`src/rtl/id_ex_if.sv`:
```
// ID -> EX stage bus: decoded instruction from ID, registered ID_EX_* fields,
// pipeline write enables and the load-use hazard status.
interface id_ex_if #(
  parameter int REG_ADDR_WIDTH = 5,
  parameter int REG_DATA_WIDTH = 32,
  parameter int CNT_WIDTH      = 32
);
  logic                      flush;
  logic                      ext_stall;
  logic                      ID_valid;
  logic                      ID_uses_rs1;
  logic                      ID_uses_rs2;
  logic [REG_ADDR_WIDTH-1:0] IF_ID_rs1;
  logic [REG_ADDR_WIDTH-1:0] IF_ID_rs2;
  logic [REG_ADDR_WIDTH-1:0] ID_rd;
  logic                      ID_RegWrite;
  logic                      ID_MemRead;
  logic                      ID_MemWrite;
  logic                      ID_ALUSrc;
  logic [3:0]                ID_ALUOp;
  logic [REG_DATA_WIDTH-1:0] ID_rs1_data;
  logic [REG_DATA_WIDTH-1:0] ID_rs2_data;
  logic [REG_DATA_WIDTH-1:0] ID_imm;
  logic [REG_DATA_WIDTH-1:0] ID_pc;

  logic                      ID_EX_valid;
  logic [REG_ADDR_WIDTH-1:0] ID_EX_rs1;
  logic [REG_ADDR_WIDTH-1:0] ID_EX_rs2;
  logic [REG_ADDR_WIDTH-1:0] ID_EX_rd;
  logic                      ID_EX_RegWrite;
  logic                      ID_EX_MemRead;
  logic                      ID_EX_MemWrite;
  logic                      ID_EX_ALUSrc;
  logic [3:0]                ID_EX_ALUOp;
  logic [REG_DATA_WIDTH-1:0] ID_EX_rs1_data;
  logic [REG_DATA_WIDTH-1:0] ID_EX_rs2_data;
  logic [REG_DATA_WIDTH-1:0] ID_EX_imm;
  logic [REG_DATA_WIDTH-1:0] ID_EX_pc;
  logic                      PC_write;
  logic                      IF_ID_write;
  logic                      load_use_stall;
  logic [CNT_WIDTH-1:0]      stall_count;

  // Handshake: there is no valid/ready pair here. ID_valid qualifies the ID
  // fields every cycle; PC_write/IF_ID_write low means "upstream must hold",
  // and ID_EX_valid qualifies the registered fields seen by EX.
  modport master (
    output flush, ext_stall, ID_valid, ID_uses_rs1, ID_uses_rs2,
           IF_ID_rs1, IF_ID_rs2, ID_rd, ID_RegWrite, ID_MemRead,
           ID_MemWrite, ID_ALUSrc, ID_ALUOp, ID_rs1_data, ID_rs2_data,
           ID_imm, ID_pc,
    input  ID_EX_valid, ID_EX_rs1, ID_EX_rs2, ID_EX_rd, ID_EX_RegWrite,
           ID_EX_MemRead, ID_EX_MemWrite, ID_EX_ALUSrc, ID_EX_ALUOp,
           ID_EX_rs1_data, ID_EX_rs2_data, ID_EX_imm, ID_EX_pc,
           PC_write, IF_ID_write, load_use_stall, stall_count
  );

  modport slave (
    input  flush, ext_stall, ID_valid, ID_uses_rs1, ID_uses_rs2,
           IF_ID_rs1, IF_ID_rs2, ID_rd, ID_RegWrite, ID_MemRead,
           ID_MemWrite, ID_ALUSrc, ID_ALUOp, ID_rs1_data, ID_rs2_data,
           ID_imm, ID_pc,
    output ID_EX_valid, ID_EX_rs1, ID_EX_rs2, ID_EX_rd, ID_EX_RegWrite,
           ID_EX_MemRead, ID_EX_MemWrite, ID_EX_ALUSrc, ID_EX_ALUOp,
           ID_EX_rs1_data, ID_EX_rs2_data, ID_EX_imm, ID_EX_pc,
           PC_write, IF_ID_write, load_use_stall, stall_count
  );
endinterface

```
`src/rtl/id_ex_stage.sv`:
```
// ID/EX pipeline register with load-use hazard detection, one-bubble stall
// insertion, flush and downstream-stall hold, plus a saturating bubble counter.
module id_ex_stage #(
  parameter int REG_ADDR_WIDTH = 5,
  parameter int REG_DATA_WIDTH = 32,
  parameter int CNT_WIDTH      = 32
) (
  input logic   clk,
  input logic   rst_n,
  id_ex_if.slave bus
);
  typedef struct packed {
    logic                      valid;
    logic [REG_ADDR_WIDTH-1:0] rs1;
    logic [REG_ADDR_WIDTH-1:0] rs2;
    logic [REG_ADDR_WIDTH-1:0] rd;
    logic                      reg_write;
    logic                      mem_read;
    logic                      mem_write;
    logic                      alu_src;
    logic [3:0]                alu_op;
    logic [REG_DATA_WIDTH-1:0] rs1_data;
    logic [REG_DATA_WIDTH-1:0] rs2_data;
    logic [REG_DATA_WIDTH-1:0] imm;
    logic [REG_DATA_WIDTH-1:0] pc;
  } id_ex_t;

  localparam logic [CNT_WIDTH-1:0] CNT_ONE = {{(CNT_WIDTH-1){1'b0}}, 1'b1};

  id_ex_t               ex_q, ex_d, id_capture;
  logic [CNT_WIDTH-1:0] stall_count_q, stall_count_d;
  logic                 hz;
  logic                 load_use_stall;
  logic                 hold_upstream;

  // A load in EX whose destination is read by the instruction in ID.
  always_comb begin
    hz = ex_q.valid & ex_q.mem_read & (ex_q.rd != '0) & bus.ID_valid &
         ((bus.ID_uses_rs1 & (ex_q.rd == bus.IF_ID_rs1)) |
          (bus.ID_uses_rs2 & (ex_q.rd == bus.IF_ID_rs2)));
    load_use_stall = hz & ~bus.flush & ~bus.ext_stall;
    // Flush redirects fetch, so it always releases the front end.
    hold_upstream  = rst_n & ~bus.flush & (bus.ext_stall | load_use_stall);
  end

  always_comb begin
    id_capture.valid     = 1'b1;
    id_capture.rs1       = bus.IF_ID_rs1;
    id_capture.rs2       = bus.IF_ID_rs2;
    id_capture.rd        = bus.ID_rd;
    id_capture.reg_write = bus.ID_RegWrite;
    id_capture.mem_read  = bus.ID_MemRead;
    id_capture.mem_write = bus.ID_MemWrite;
    id_capture.alu_src   = bus.ID_ALUSrc;
    id_capture.alu_op    = bus.ID_ALUOp;
    id_capture.rs1_data  = bus.ID_rs1_data;
    id_capture.rs2_data  = bus.ID_rs2_data;
    id_capture.imm       = bus.ID_imm;
    id_capture.pc        = bus.ID_pc;
  end

  always_comb begin
    ex_d          = ex_q;
    stall_count_d = stall_count_q;
    if (bus.flush) begin
      ex_d = '0;
    end else if (bus.ext_stall) begin
      ex_d = ex_q;
    end else if (load_use_stall) begin
      ex_d = '0;
      if (stall_count_q != '1) stall_count_d = stall_count_q + CNT_ONE;
    end else if (bus.ID_valid) begin
      ex_d = id_capture;
    end else begin
      ex_d = '0;
    end
  end

  always_ff @(posedge clk or negedge rst_n) begin
    if (!rst_n) begin
      ex_q          <= '0;
      stall_count_q <= '0;
    end else begin
      ex_q          <= ex_d;
      stall_count_q <= stall_count_d;
    end
  end

  assign bus.ID_EX_valid    = ex_q.valid;
  assign bus.ID_EX_rs1      = ex_q.rs1;
  assign bus.ID_EX_rs2      = ex_q.rs2;
  assign bus.ID_EX_rd       = ex_q.rd;
  assign bus.ID_EX_RegWrite = ex_q.reg_write;
  assign bus.ID_EX_MemRead  = ex_q.mem_read;
  assign bus.ID_EX_MemWrite = ex_q.mem_write;
  assign bus.ID_EX_ALUSrc   = ex_q.alu_src;
  assign bus.ID_EX_ALUOp    = ex_q.alu_op;
  assign bus.ID_EX_rs1_data = ex_q.rs1_data;
  assign bus.ID_EX_rs2_data = ex_q.rs2_data;
  assign bus.ID_EX_imm      = ex_q.imm;
  assign bus.ID_EX_pc       = ex_q.pc;
  assign bus.PC_write       = ~hold_upstream;
  assign bus.IF_ID_write    = ~hold_upstream;
  assign bus.load_use_stall = load_use_stall;
  assign bus.stall_count    = stall_count_q;
endmodule

```
`src/flat_wrapper.sv`:
```
// flat-port wrapper written by rule: the top's interface ports become plain ports
module id_ex_stage_flat 
#(
  parameter int REG_ADDR_WIDTH = 5,
  parameter int REG_DATA_WIDTH = 32,
  parameter int CNT_WIDTH      = 32
)
  (clk, rst_n, bus_flush, bus_ext_stall, bus_ID_valid, bus_ID_uses_rs1, bus_ID_uses_rs2, bus_IF_ID_rs1, bus_IF_ID_rs2, bus_ID_rd, bus_ID_RegWrite, bus_ID_MemRead, bus_ID_MemWrite, bus_ID_ALUSrc, bus_ID_ALUOp, bus_ID_rs1_data, bus_ID_rs2_data, bus_ID_imm, bus_ID_pc, bus_ID_EX_valid, bus_ID_EX_rs1, bus_ID_EX_rs2, bus_ID_EX_rd, bus_ID_EX_RegWrite, bus_ID_EX_MemRead, bus_ID_EX_MemWrite, bus_ID_EX_ALUSrc, bus_ID_EX_ALUOp, bus_ID_EX_rs1_data, bus_ID_EX_rs2_data, bus_ID_EX_imm, bus_ID_EX_pc, bus_PC_write, bus_IF_ID_write, bus_load_use_stall, bus_stall_count);
  id_ex_if #(.REG_ADDR_WIDTH(REG_ADDR_WIDTH), .REG_DATA_WIDTH(REG_DATA_WIDTH), .CNT_WIDTH(CNT_WIDTH)) bus_i ();
  input logic clk;
  input logic rst_n;
  input wire logic [$bits(bus_i.flush)-1:0] bus_flush;
  input wire logic [$bits(bus_i.ext_stall)-1:0] bus_ext_stall;
  input wire logic [$bits(bus_i.ID_valid)-1:0] bus_ID_valid;
  input wire logic [$bits(bus_i.ID_uses_rs1)-1:0] bus_ID_uses_rs1;
  input wire logic [$bits(bus_i.ID_uses_rs2)-1:0] bus_ID_uses_rs2;
  input wire logic [$bits(bus_i.IF_ID_rs1)-1:0] bus_IF_ID_rs1;
  input wire logic [$bits(bus_i.IF_ID_rs2)-1:0] bus_IF_ID_rs2;
  input wire logic [$bits(bus_i.ID_rd)-1:0] bus_ID_rd;
  input wire logic [$bits(bus_i.ID_RegWrite)-1:0] bus_ID_RegWrite;
  input wire logic [$bits(bus_i.ID_MemRead)-1:0] bus_ID_MemRead;
  input wire logic [$bits(bus_i.ID_MemWrite)-1:0] bus_ID_MemWrite;
  input wire logic [$bits(bus_i.ID_ALUSrc)-1:0] bus_ID_ALUSrc;
  input wire logic [$bits(bus_i.ID_ALUOp)-1:0] bus_ID_ALUOp;
  input wire logic [$bits(bus_i.ID_rs1_data)-1:0] bus_ID_rs1_data;
  input wire logic [$bits(bus_i.ID_rs2_data)-1:0] bus_ID_rs2_data;
  input wire logic [$bits(bus_i.ID_imm)-1:0] bus_ID_imm;
  input wire logic [$bits(bus_i.ID_pc)-1:0] bus_ID_pc;
  output wire logic [$bits(bus_i.ID_EX_valid)-1:0] bus_ID_EX_valid;
  output wire logic [$bits(bus_i.ID_EX_rs1)-1:0] bus_ID_EX_rs1;
  output wire logic [$bits(bus_i.ID_EX_rs2)-1:0] bus_ID_EX_rs2;
  output wire logic [$bits(bus_i.ID_EX_rd)-1:0] bus_ID_EX_rd;
  output wire logic [$bits(bus_i.ID_EX_RegWrite)-1:0] bus_ID_EX_RegWrite;
  output wire logic [$bits(bus_i.ID_EX_MemRead)-1:0] bus_ID_EX_MemRead;
  output wire logic [$bits(bus_i.ID_EX_MemWrite)-1:0] bus_ID_EX_MemWrite;
  output wire logic [$bits(bus_i.ID_EX_ALUSrc)-1:0] bus_ID_EX_ALUSrc;
  output wire logic [$bits(bus_i.ID_EX_ALUOp)-1:0] bus_ID_EX_ALUOp;
  output wire logic [$bits(bus_i.ID_EX_rs1_data)-1:0] bus_ID_EX_rs1_data;
  output wire logic [$bits(bus_i.ID_EX_rs2_data)-1:0] bus_ID_EX_rs2_data;
  output wire logic [$bits(bus_i.ID_EX_imm)-1:0] bus_ID_EX_imm;
  output wire logic [$bits(bus_i.ID_EX_pc)-1:0] bus_ID_EX_pc;
  output wire logic [$bits(bus_i.PC_write)-1:0] bus_PC_write;
  output wire logic [$bits(bus_i.IF_ID_write)-1:0] bus_IF_ID_write;
  output wire logic [$bits(bus_i.load_use_stall)-1:0] bus_load_use_stall;
  output wire logic [$bits(bus_i.stall_count)-1:0] bus_stall_count;
  assign bus_i.flush = bus_flush;
  assign bus_i.ext_stall = bus_ext_stall;
  assign bus_i.ID_valid = bus_ID_valid;
  assign bus_i.ID_uses_rs1 = bus_ID_uses_rs1;
  assign bus_i.ID_uses_rs2 = bus_ID_uses_rs2;
  assign bus_i.IF_ID_rs1 = bus_IF_ID_rs1;
  assign bus_i.IF_ID_rs2 = bus_IF_ID_rs2;
  assign bus_i.ID_rd = bus_ID_rd;
  assign bus_i.ID_RegWrite = bus_ID_RegWrite;
  assign bus_i.ID_MemRead = bus_ID_MemRead;
  assign bus_i.ID_MemWrite = bus_ID_MemWrite;
  assign bus_i.ID_ALUSrc = bus_ID_ALUSrc;
  assign bus_i.ID_ALUOp = bus_ID_ALUOp;
  assign bus_i.ID_rs1_data = bus_ID_rs1_data;
  assign bus_i.ID_rs2_data = bus_ID_rs2_data;
  assign bus_i.ID_imm = bus_ID_imm;
  assign bus_i.ID_pc = bus_ID_pc;
  assign bus_ID_EX_valid = bus_i.ID_EX_valid;
  assign bus_ID_EX_rs1 = bus_i.ID_EX_rs1;
  assign bus_ID_EX_rs2 = bus_i.ID_EX_rs2;
  assign bus_ID_EX_rd = bus_i.ID_EX_rd;
  assign bus_ID_EX_RegWrite = bus_i.ID_EX_RegWrite;
  assign bus_ID_EX_MemRead = bus_i.ID_EX_MemRead;
  assign bus_ID_EX_MemWrite = bus_i.ID_EX_MemWrite;
  assign bus_ID_EX_ALUSrc = bus_i.ID_EX_ALUSrc;
  assign bus_ID_EX_ALUOp = bus_i.ID_EX_ALUOp;
  assign bus_ID_EX_rs1_data = bus_i.ID_EX_rs1_data;
  assign bus_ID_EX_rs2_data = bus_i.ID_EX_rs2_data;
  assign bus_ID_EX_imm = bus_i.ID_EX_imm;
  assign bus_ID_EX_pc = bus_i.ID_EX_pc;
  assign bus_PC_write = bus_i.PC_write;
  assign bus_IF_ID_write = bus_i.IF_ID_write;
  assign bus_load_use_stall = bus_i.load_use_stall;
  assign bus_stall_count = bus_i.stall_count;
  id_ex_stage #(.REG_ADDR_WIDTH(REG_ADDR_WIDTH), .REG_DATA_WIDTH(REG_DATA_WIDTH), .CNT_WIDTH(CNT_WIDTH)) u_core (.clk(clk), .rst_n(rst_n), .bus(bus_i));
endmodule
```
`config.mk`:
```
export PLATFORM = sky130hd
export DESIGN_NAME = id_ex_stage_flat
export DESIGN_NICKNAME = d
export VERILOG_FILES = /design/src/rtl/id_ex_if.sv /design/src/rtl/id_ex_stage.sv /design/src/flat_wrapper.sv
export SDC_FILE = /design/constraint.sdc
export NUM_CORES = 1
export LEC_CHECK = 0
export CAP_MARGIN = 10
export CORE_ASPECT_RATIO = 0.5
export CORE_MARGIN = 2
export CORE_UTILIZATION = 34
export DETAILED_ROUTE_END_ITERATION = 12
export PLACE_DENSITY = 0.74
export SLEW_MARGIN = 25
export SYNTH_ARGS = -nofsm -noshare
export SYNTH_HDL_FRONTEND = slang
export SYNTH_SLANG_ARGS = --single-unit
```
`constraint.sdc`:
```
create_clock -name clk -period 2.1 [get_ports clk]
set_input_delay 0.21 -clock clk [delete_from_list [all_inputs] [get_ports clk]]
set_output_delay 0.21 -clock clk [all_outputs]
set_load 0.01 [all_outputs]
```
# --- Word level (Yosys, flattened, before mapping) ---
# Cells that the tools add are included.
word_totals:
  reg_bits: 184
  input_bits: 158
  output_inout_bits: 187
  wordCells: 40
classes:
  n_addsub: 1
  n_eq_ne: 4
  mux: 4
  bitwise_logic: 15
  n_reduce_logical: 2
op_table:
  columns: ["cell", "n"]
  rows:
  - ["$mux 152", 4]
  - ["$add 32x1->32 const B", 1]
  - ["$ne 32x32->1 const B", 1]
  - ["$and 1x1->1", 10]
  - ["$eq 5x5->1", 2]
  - ["$reduce_bool 5->1", 1]
  - ["$reduce_and 4->1", 1]
  - ["$not 1->1", 3]
  - ["$ne 2x2->1 const B", 1]
  - ["$or 1x1->1", 2]

# --- Longest topological paths before layout ---
logic_depth:
  ltp_word: 9
  ltp_mapped: 9
  depth_no_buf: 6

# --- Worst setup path before layout ---
# Ideal clock, no wire load.
synth_timing:
  path_type: "register to register"
  startpoint: "register u_core.ex_q (netlist bit u_core.bus.ID_EX_rd[1])"
  endpoint: "register u_core.ex_q (netlist bit u_core.bus.ID_EX_imm[0])"
  setup_ns: 0.065
  arrival_time_ns: 1.887
  required_time_ns: 2.035
  slack_ns: 0.147
  path_stages_with_launch: 9
  path_buffers: 3
  synth_period_minus_slack_ns: 1.953
  path_cell_list: "dfrtp_1 or3_1 o311a_1 nand2_1 and2_1 buf_2 buf_4 buf_4 a22o_1"
synth_via:
  elab_chain_len: 9
  word_cells_on_any_way: 14
  classes_between: "eq/ne: 2; mux: 3; bitwise: 8; reduce/logical: 1"
synth_lines:
  columns: ["element", "line", "source"]
  rows:
  - ["from (decl)", "id_ex_stage.sv:30", "id_ex_t ex_q, ex_d, id_capture;"]
  - ["from (signal assigned)", "id_ex_stage.sv:81", "ex_q <= '0;"]
  - ["from (signal assigned)", "id_ex_stage.sv:84", "ex_q <= ex_d;"]
  - ["$eq 5x5->1, or another cell as far along", "id_ex_stage.sv:39", "((bus.ID_uses_rs1 & (ex_q.rd == bus.IF_ID_rs1)) |"]
  - ["$and 1x1->1, on equally long branches", "id_ex_stage.sv:39, id_ex_stage.sv:38, id_ex_stage.sv:40", null]
  - ["$or 1x1->1 / $and 1x1->1 (equally long branches)", "id_ex_stage.sv:39, id_ex_stage.sv:38", null]
  - ["$and 1x1->1 *", "id_ex_stage.sv:38", "hz = ex_q.valid & ex_q.mem_read & (ex_q.rd != '0) & bus.ID_valid &"]
  - ["$and 1x1->1 * (2 in a row)", "id_ex_stage.sv:41", "load_use_stall = hz & ~bus.flush & ~bus.ext_stall;"]
  - ["$mux 152 *", "id_ex_stage.sv:69", "end else if (load_use_stall) begin"]
  - ["$mux 152 *", "id_ex_stage.sv:67", "end else if (bus.ext_stall) begin"]
  - ["$mux 152 *", "id_ex_stage.sv:65", "if (bus.flush) begin"]
# Mark *: on every way between the ends. The rest lies on a longest branch, timed or not. The select of a mux whose other input is x is not followed.
# A chain may end at the register's enable or synchronous reset.

# --- Final worst setup path ---
layout_timing:
  startpoint: "register u_core.ex_q (netlist bit u_core.bus.ID_EX_rd[2])"
  endpoint: "output port bus_IF_ID_write"
layout_via:
  elab_chain_len: 9
  word_cells_on_any_way: 14
  classes_between: "eq/ne: 2; bitwise: 11; reduce/logical: 1"
layout_lines:
  columns: ["element", "line", "source"]
  rows:
  - ["$eq 5x5->1, or another cell as far along", "id_ex_stage.sv:39", null]
  - ["$and 1x1->1, on equally long branches", "id_ex_stage.sv:39, id_ex_stage.sv:38, id_ex_stage.sv:40", null]
  - ["$or 1x1->1 / $and 1x1->1 (equally long branches)", "id_ex_stage.sv:39, id_ex_stage.sv:38", null]
  - ["$and 1x1->1 *", "id_ex_stage.sv:38", null]
  - ["$and 1x1->1 * (2 in a row)", "id_ex_stage.sv:41", null]
  - ["$or 1x1->1 *", "id_ex_stage.sv:43", "hold_upstream = rst_n & ~bus.flush & (bus.ext_stall | load_use_stall);"]
  - ["$and 1x1->1 *", "id_ex_stage.sv:43", null]
  - ["$not 1->1 *", "id_ex_stage.sv:103", "assign bus.IF_ID_write = ~hold_upstream;"]
  - ["to (decl)", "flat_wrapper.sv:43", "output wire logic [$bits(bus_i.IF_ID_write)-1:0] bus_IF_ID_write;"]
# Mark *: on every way between the ends. The rest lies on a longest branch, timed or not.

==> metrics.txt <==
# TYPE chip_impl_metric gauge
chip_impl_info{name="status",value="finished, violations left"} 1
chip_impl_info{name="failed_checks",value="negative setup slack"} 1
chip_impl_info{name="worst_setup_path_start_kind",value="flop"} 1
chip_impl_metric{name="netlist_area",unit="mm^2"} 0.00709
chip_impl_metric{name="ys_warn_count",unit=""} 0
chip_impl_metric{name="drt_pre_antenna_iters",unit=""} 4
chip_impl_metric{name="drcViolationCount",unit=""} 0
chip_impl_metric{name="power_density",unit="mW/mm^2"} 644
chip_impl_info{name="timing.rr.end",value="u_core.bus.stall_count[31]$_DFFE_PN0P_"} 1
chip_impl_metric{name="worst_slew_pin_slew",unit="ns"} 0.553
chip_impl_metric{name="pre_cts_ws",unit="ns"} -0.502
chip_impl_info{name="final_cell_mix",value="340 x sky130_fd_sc_hd__clkdlybuf4s50_1, 181 x sky130_fd_sc_hd__dfrtp_1, 151 x sky130_fd_sc_hd__a22o_1"} 1
chip_impl_metric{name="crit_path_setup_slack_layout",unit="ns"} -0.161
chip_impl_metric{name="fp.dieW",unit="um"} 208
chip_impl_metric{name="global_route_wire_length_before_repair",unit="um"} 35800
chip_impl_metric{name="netlist.area_leader.share",unit=""} 0.649
chip_impl_metric{name="min_hold_slack",unit="ns"} 0.365
chip_impl_metric{name="port_buffers",unit=""} 344
chip_impl_metric{name="vias_after_detailed_routing",unit=""} 6010
chip_impl_metric{name="numCtsBuffers",unit=""} 17
chip_impl_metric{name="yosysUniqueCellTypes",unit=""} 35
chip_impl_metric{name="wire_per_inst",unit="um"} 20.1
chip_impl_metric{name="cts_num_sinks",unit=""} 184
chip_impl_metric{name="crit_path_cell_count",unit=""} 6
chip_impl_info{name="hold_class",value="in2reg"} 1
chip_impl_metric{name="relSlewSlack",unit=""} 0.631
chip_impl_metric{name="ant_nets",unit=""} 0
chip_impl_info{name="worstReg2RegStart",value="u_core.bus.stall_count[16]$_DFFE_PN0P_"} 1
chip_impl_metric{name="die-height",unit="um"} 106
chip_impl_metric{name="synth_edf_count",unit=""} 0
chip_impl_metric{name="core_area",unit="mm^2"} 0.0205
chip_impl_metric{name="initial_utilization",unit=""} 0.346
chip_impl_metric{name="number_of_violations_reported_at_the_end_of_detailed_routing_iteration_0",unit=""} 317
chip_impl_info{name="cts_tree",value="done"} 1
chip_impl_metric{name="antenna_found_initial",unit=""} 0
chip_impl_metric{name="vias_in_the_first_global_route",unit=""} 6259
chip_impl_metric{name="fin_total_pwr",unit="mW"} 7.92
chip_impl_metric{name="final_core_utilization",unit=""} 0.600
chip_impl_metric{name="clockBufferDepth",unit=""} 2
chip_impl_metric{name="n_antenna_cell",unit=""} 0
chip_impl_metric{name="final-setup-viol-count",unit=""} 8
chip_impl_metric{name="grt_overflow_total",unit=""} 0
chip_impl_metric{name="ys_seq_area_frac",unit=""} 0.649
chip_impl_metric{name="final-max-slew-violation-count",unit=""} 0
chip_impl_metric{name="synthesized_net_count",unit=""} 679
chip_impl_metric{name="gp_congestion",unit=""} 0.918
chip_impl_metric{name="dpl.cell_count",unit=""} 1136
chip_impl_metric{name="grt_max_degree",unit=""} 185
chip_impl_metric{name="irDropWorstVdd",unit="uV"} 459
chip_impl_info{name="yosysTopAreaCell",value="sky130_fd_sc_hd__dfrtp_1"} 1
chip_impl_metric{name="grt.total_usage",unit=""} 0.210
chip_impl_metric{name="design.portCount",unit=""} 345
chip_impl_info{name="ctsRootBufferMaster",value="sky130_fd_sc_hd__clkbuf_16"} 1
chip_impl_metric{name="finalHoldViolCount",unit=""} 0
chip_impl_metric{name="mean_number_of_vias_per_cell",unit=""} 5.09
chip_impl_info{name="synth.area.top_cells",value="sky130_fd_sc_hd__dfrtp_1 65%, sky130_fd_sc_hd__a22o_1 19%, sky130_fd_sc_hd__xor2_1 3.2%, sky130_fd_sc_hd__xnor2_1 1.7%, sky130_fd_sc_hd__buf_4 1.1%"} 1
chip_impl_metric{name="maxClockFrequency",unit="MHz"} 442
chip_impl_metric{name="syn-mean-instance-area",unit="um^2"} 13.6
chip_impl_metric{name="register_clock_pin_slew_on_the_reported_worst_setup_and_hold_paths",unit="ns"} 0.07
chip_impl_metric{name="nFillCells",unit=""} 1606
chip_impl_metric{name="crit_path_buffers_inverters",unit=""} 1
chip_impl_info{name="cpMaxStageDelayCell",value="sky130_fd_sc_hd__dfrtp_1"} 1
chip_impl_metric{name="cp_slowest_stage_delay",unit="ns"} 0.42
chip_impl_metric{name="place_area",unit="mm^2"} 0.0111
chip_impl_metric{name="timing.critical_path.fanout_max",unit=""} 3
chip_impl_metric{name="area_of_the_die",unit="mm^2"} 0.0221
chip_impl_metric{name="clock_latency_on_the_worst_skew_pair",unit="ns"} 0.44
chip_impl_info{name="min_delay_worst_endpoint",value="u_core.bus.ID_EX_pc[8]$_DFFE_PN0P_"} 1
chip_impl_metric{name="layout-area-overhead-vs-synth",unit="%"} 73.5
chip_impl_info{name="crit_type",value="reg2out"} 1
chip_impl_metric{name="post_layout_nonfiller_instances",unit=""} 1181
chip_impl_metric{name="cp.required",unit="ns"} 1.89
chip_impl_metric{name="final.setup.tns",unit="ns"} -0.563
chip_impl_info{name="timing.critical_path.to_type",value="output pin"} 1
chip_impl_info{name="rsz_0062_raised_after_global_routing",value="yes"} 1
chip_impl_info{name="crit_path_start",value="u_core.bus.ID_EX_rd[2]$_DFFE_PN0P_"} 1
chip_impl_metric{name="ys_ff_latch",unit=""} 184
chip_impl_info{name="yosys_most_used_dff",value="sky130_fd_sc_hd__dfrtp_1"} 1
chip_impl_metric{name="period_share",unit=""} 1.08
chip_impl_metric{name="min_period",unit="ns"} 2.26
chip_impl_metric{name="final_nets",unit=""} 1054
chip_impl_info{name="mostFrequentLayoutCell",value="sky130_fd_sc_hd__clkdlybuf4s50_1"} 1
chip_impl_metric{name="timing.clock.skew",unit="ns"} 0.0115
chip_impl_metric{name="cell_count_after_synthesis",unit=""} 520
chip_impl_info{name="cell_family_with_most_cp_delay",value="simple AND/OR/NAND/NOR gates"} 1
chip_impl_metric{name="rr_worst_depth",unit=""} 6
chip_impl_metric{name="post-route-cell-area",unit="mm^2"} 0.0123
chip_impl_metric{name="crit_arrival",unit="ns"} 2.05
chip_impl_metric{name="postSynth.asyncResetShare",unit=""} 1.00
chip_impl_info{name="worstHoldStart",value="bus_ID_pc[8]"} 1
chip_impl_metric{name="maxCapViolations",unit=""} 0
chip_impl_metric{name="drive_above_1_share",unit=""} 0.153
chip_impl_metric{name="timing.reg2reg.setup_slack",unit="ns"} -0.08
chip_impl_metric{name="h_tree_depth",unit=""} 4
chip_impl_info{name="critical_path.cell_chain",value="xnor2_1 -> nand4_1 -> o22ai_2 -> a31oi_1 -> or3b_4 -> buf_6"} 1
chip_impl_metric{name="min_delay_path_depth",unit=""} 2
chip_impl_metric{name="power.leakage",unit="nW"} 5.59
chip_impl_metric{name="dp_hpwl",unit="um"} 16100
chip_impl_metric{name="rows",unit=""} 37
chip_impl_metric{name="post_route_wl",unit="um"} 23800
==> repair_timing <==
action | in CTS | in global routing
setup buffers | 2 | 7
setup endpoints to repair | 22 | 60
hold buffers | 0 | 1
gates resized for setup | 59 | 52
cloned | 1 | 1
pin swaps | 22 | 52
endpoints found under the hold margin | 0 | 74
==> logic make-up (layout without fill, tap and decap cells) <==
group,count (synthesis),after routing,share of synthesized area
adder cells (fa/ha/maj),1,1,0.00176
flip-flops,184,184,0.649
multiplexers,2,2,0.00300
XOR/XNOR,40,40,0.0494
AND/OR/NAND/NOR,92,92,0.0731
buffers and inverters,45,433,0.0312
AO/OA/AOI/OAI,156,156,0.192
==> report_power, final <==
group	total [mW]	switching, mW	internal, mW
Combinational	0.945	0.369	0.576
Sequential	3.72	0.0697	3.65
Clock	3.26	1.46	1.79
Total	7.92	1.90	6.02
==> cell usage after synthesis, types with 7 or more instances <==
cell type and instances:
sky130_fd_sc_hd__a22o_1 151, sky130_fd_sc_hd__nor3_1 14, sky130_fd_sc_hd__nand3_1 13, sky130_fd_sc_hd__nand4_1 7, sky130_fd_sc_hd__clkbuf_1 18, sky130_fd_sc_hd__nor4_1 10, sky130_fd_sc_hd__buf_4 10, sky130_fd_sc_hd__buf_2 12
sky130_fd_sc_hd__nor2_1 8, sky130_fd_sc_hd__nand2_1 20, sky130_fd_sc_hd__xnor2_1 14, sky130_fd_sc_hd__dfrtp_1 184, sky130_fd_sc_hd__xor2_1 26
==> state kept, by name (all words and copies together) (netlist names), 5 cells and up <==
register / flops
u_core.bus.ID_EX_imm: 32
u_core.bus.ID_EX_pc: 32
u_core.bus.ID_EX_rs1_data: 32
u_core.bus.ID_EX_rs2_data: 32
u_core.bus.stall_count: 32
u_core.bus.ID_EX_rd: 5
u_core.bus.ID_EX_rs1: 5
u_core.bus.ID_EX_rs2: 5
==> layer usage <==
metal  share of wire  wire length (um)  track usage  vias to the layer above
met5               0                 0            0                        -
met4           0.032               750       0.0874                        0
met3           0.034               819       0.0490                       48
met2            0.52             12500        0.358                      144
met1            0.41              9760        0.260                     3109
li1                -                 -            -                     2709
==> worst max path at each step <==
| stage | endpoint | slack (ns) |
|---|---|---|
| after floorplan | u_core.bus.ID_EX_imm[0]$_DFFE_PN0P_ | 0.15 |
| after global placement | bus_IF_ID_write | -0.49 |
| after detailed placement | bus_IF_ID_write | -0.50 |
| after CTS | bus_IF_ID_write | -0.20 |
| after global routing | bus_IF_ID_write | -0.27 |
| final | bus_IF_ID_write | -0.16 |
==> area by class of cell <==
type                       count  area (um^2)  area share
inverter                       5         18.8     0.00153
clock inverter                14          149      0.0121
multi-input combinational    291         2690       0.219
clock buffer                  18          439      0.0357
tap                          273          342      0.0278
sequential                   184         4610       0.375
timing repair buffer         396         4050       0.330
Note: power is estimated with default switching activity, not from simulation.
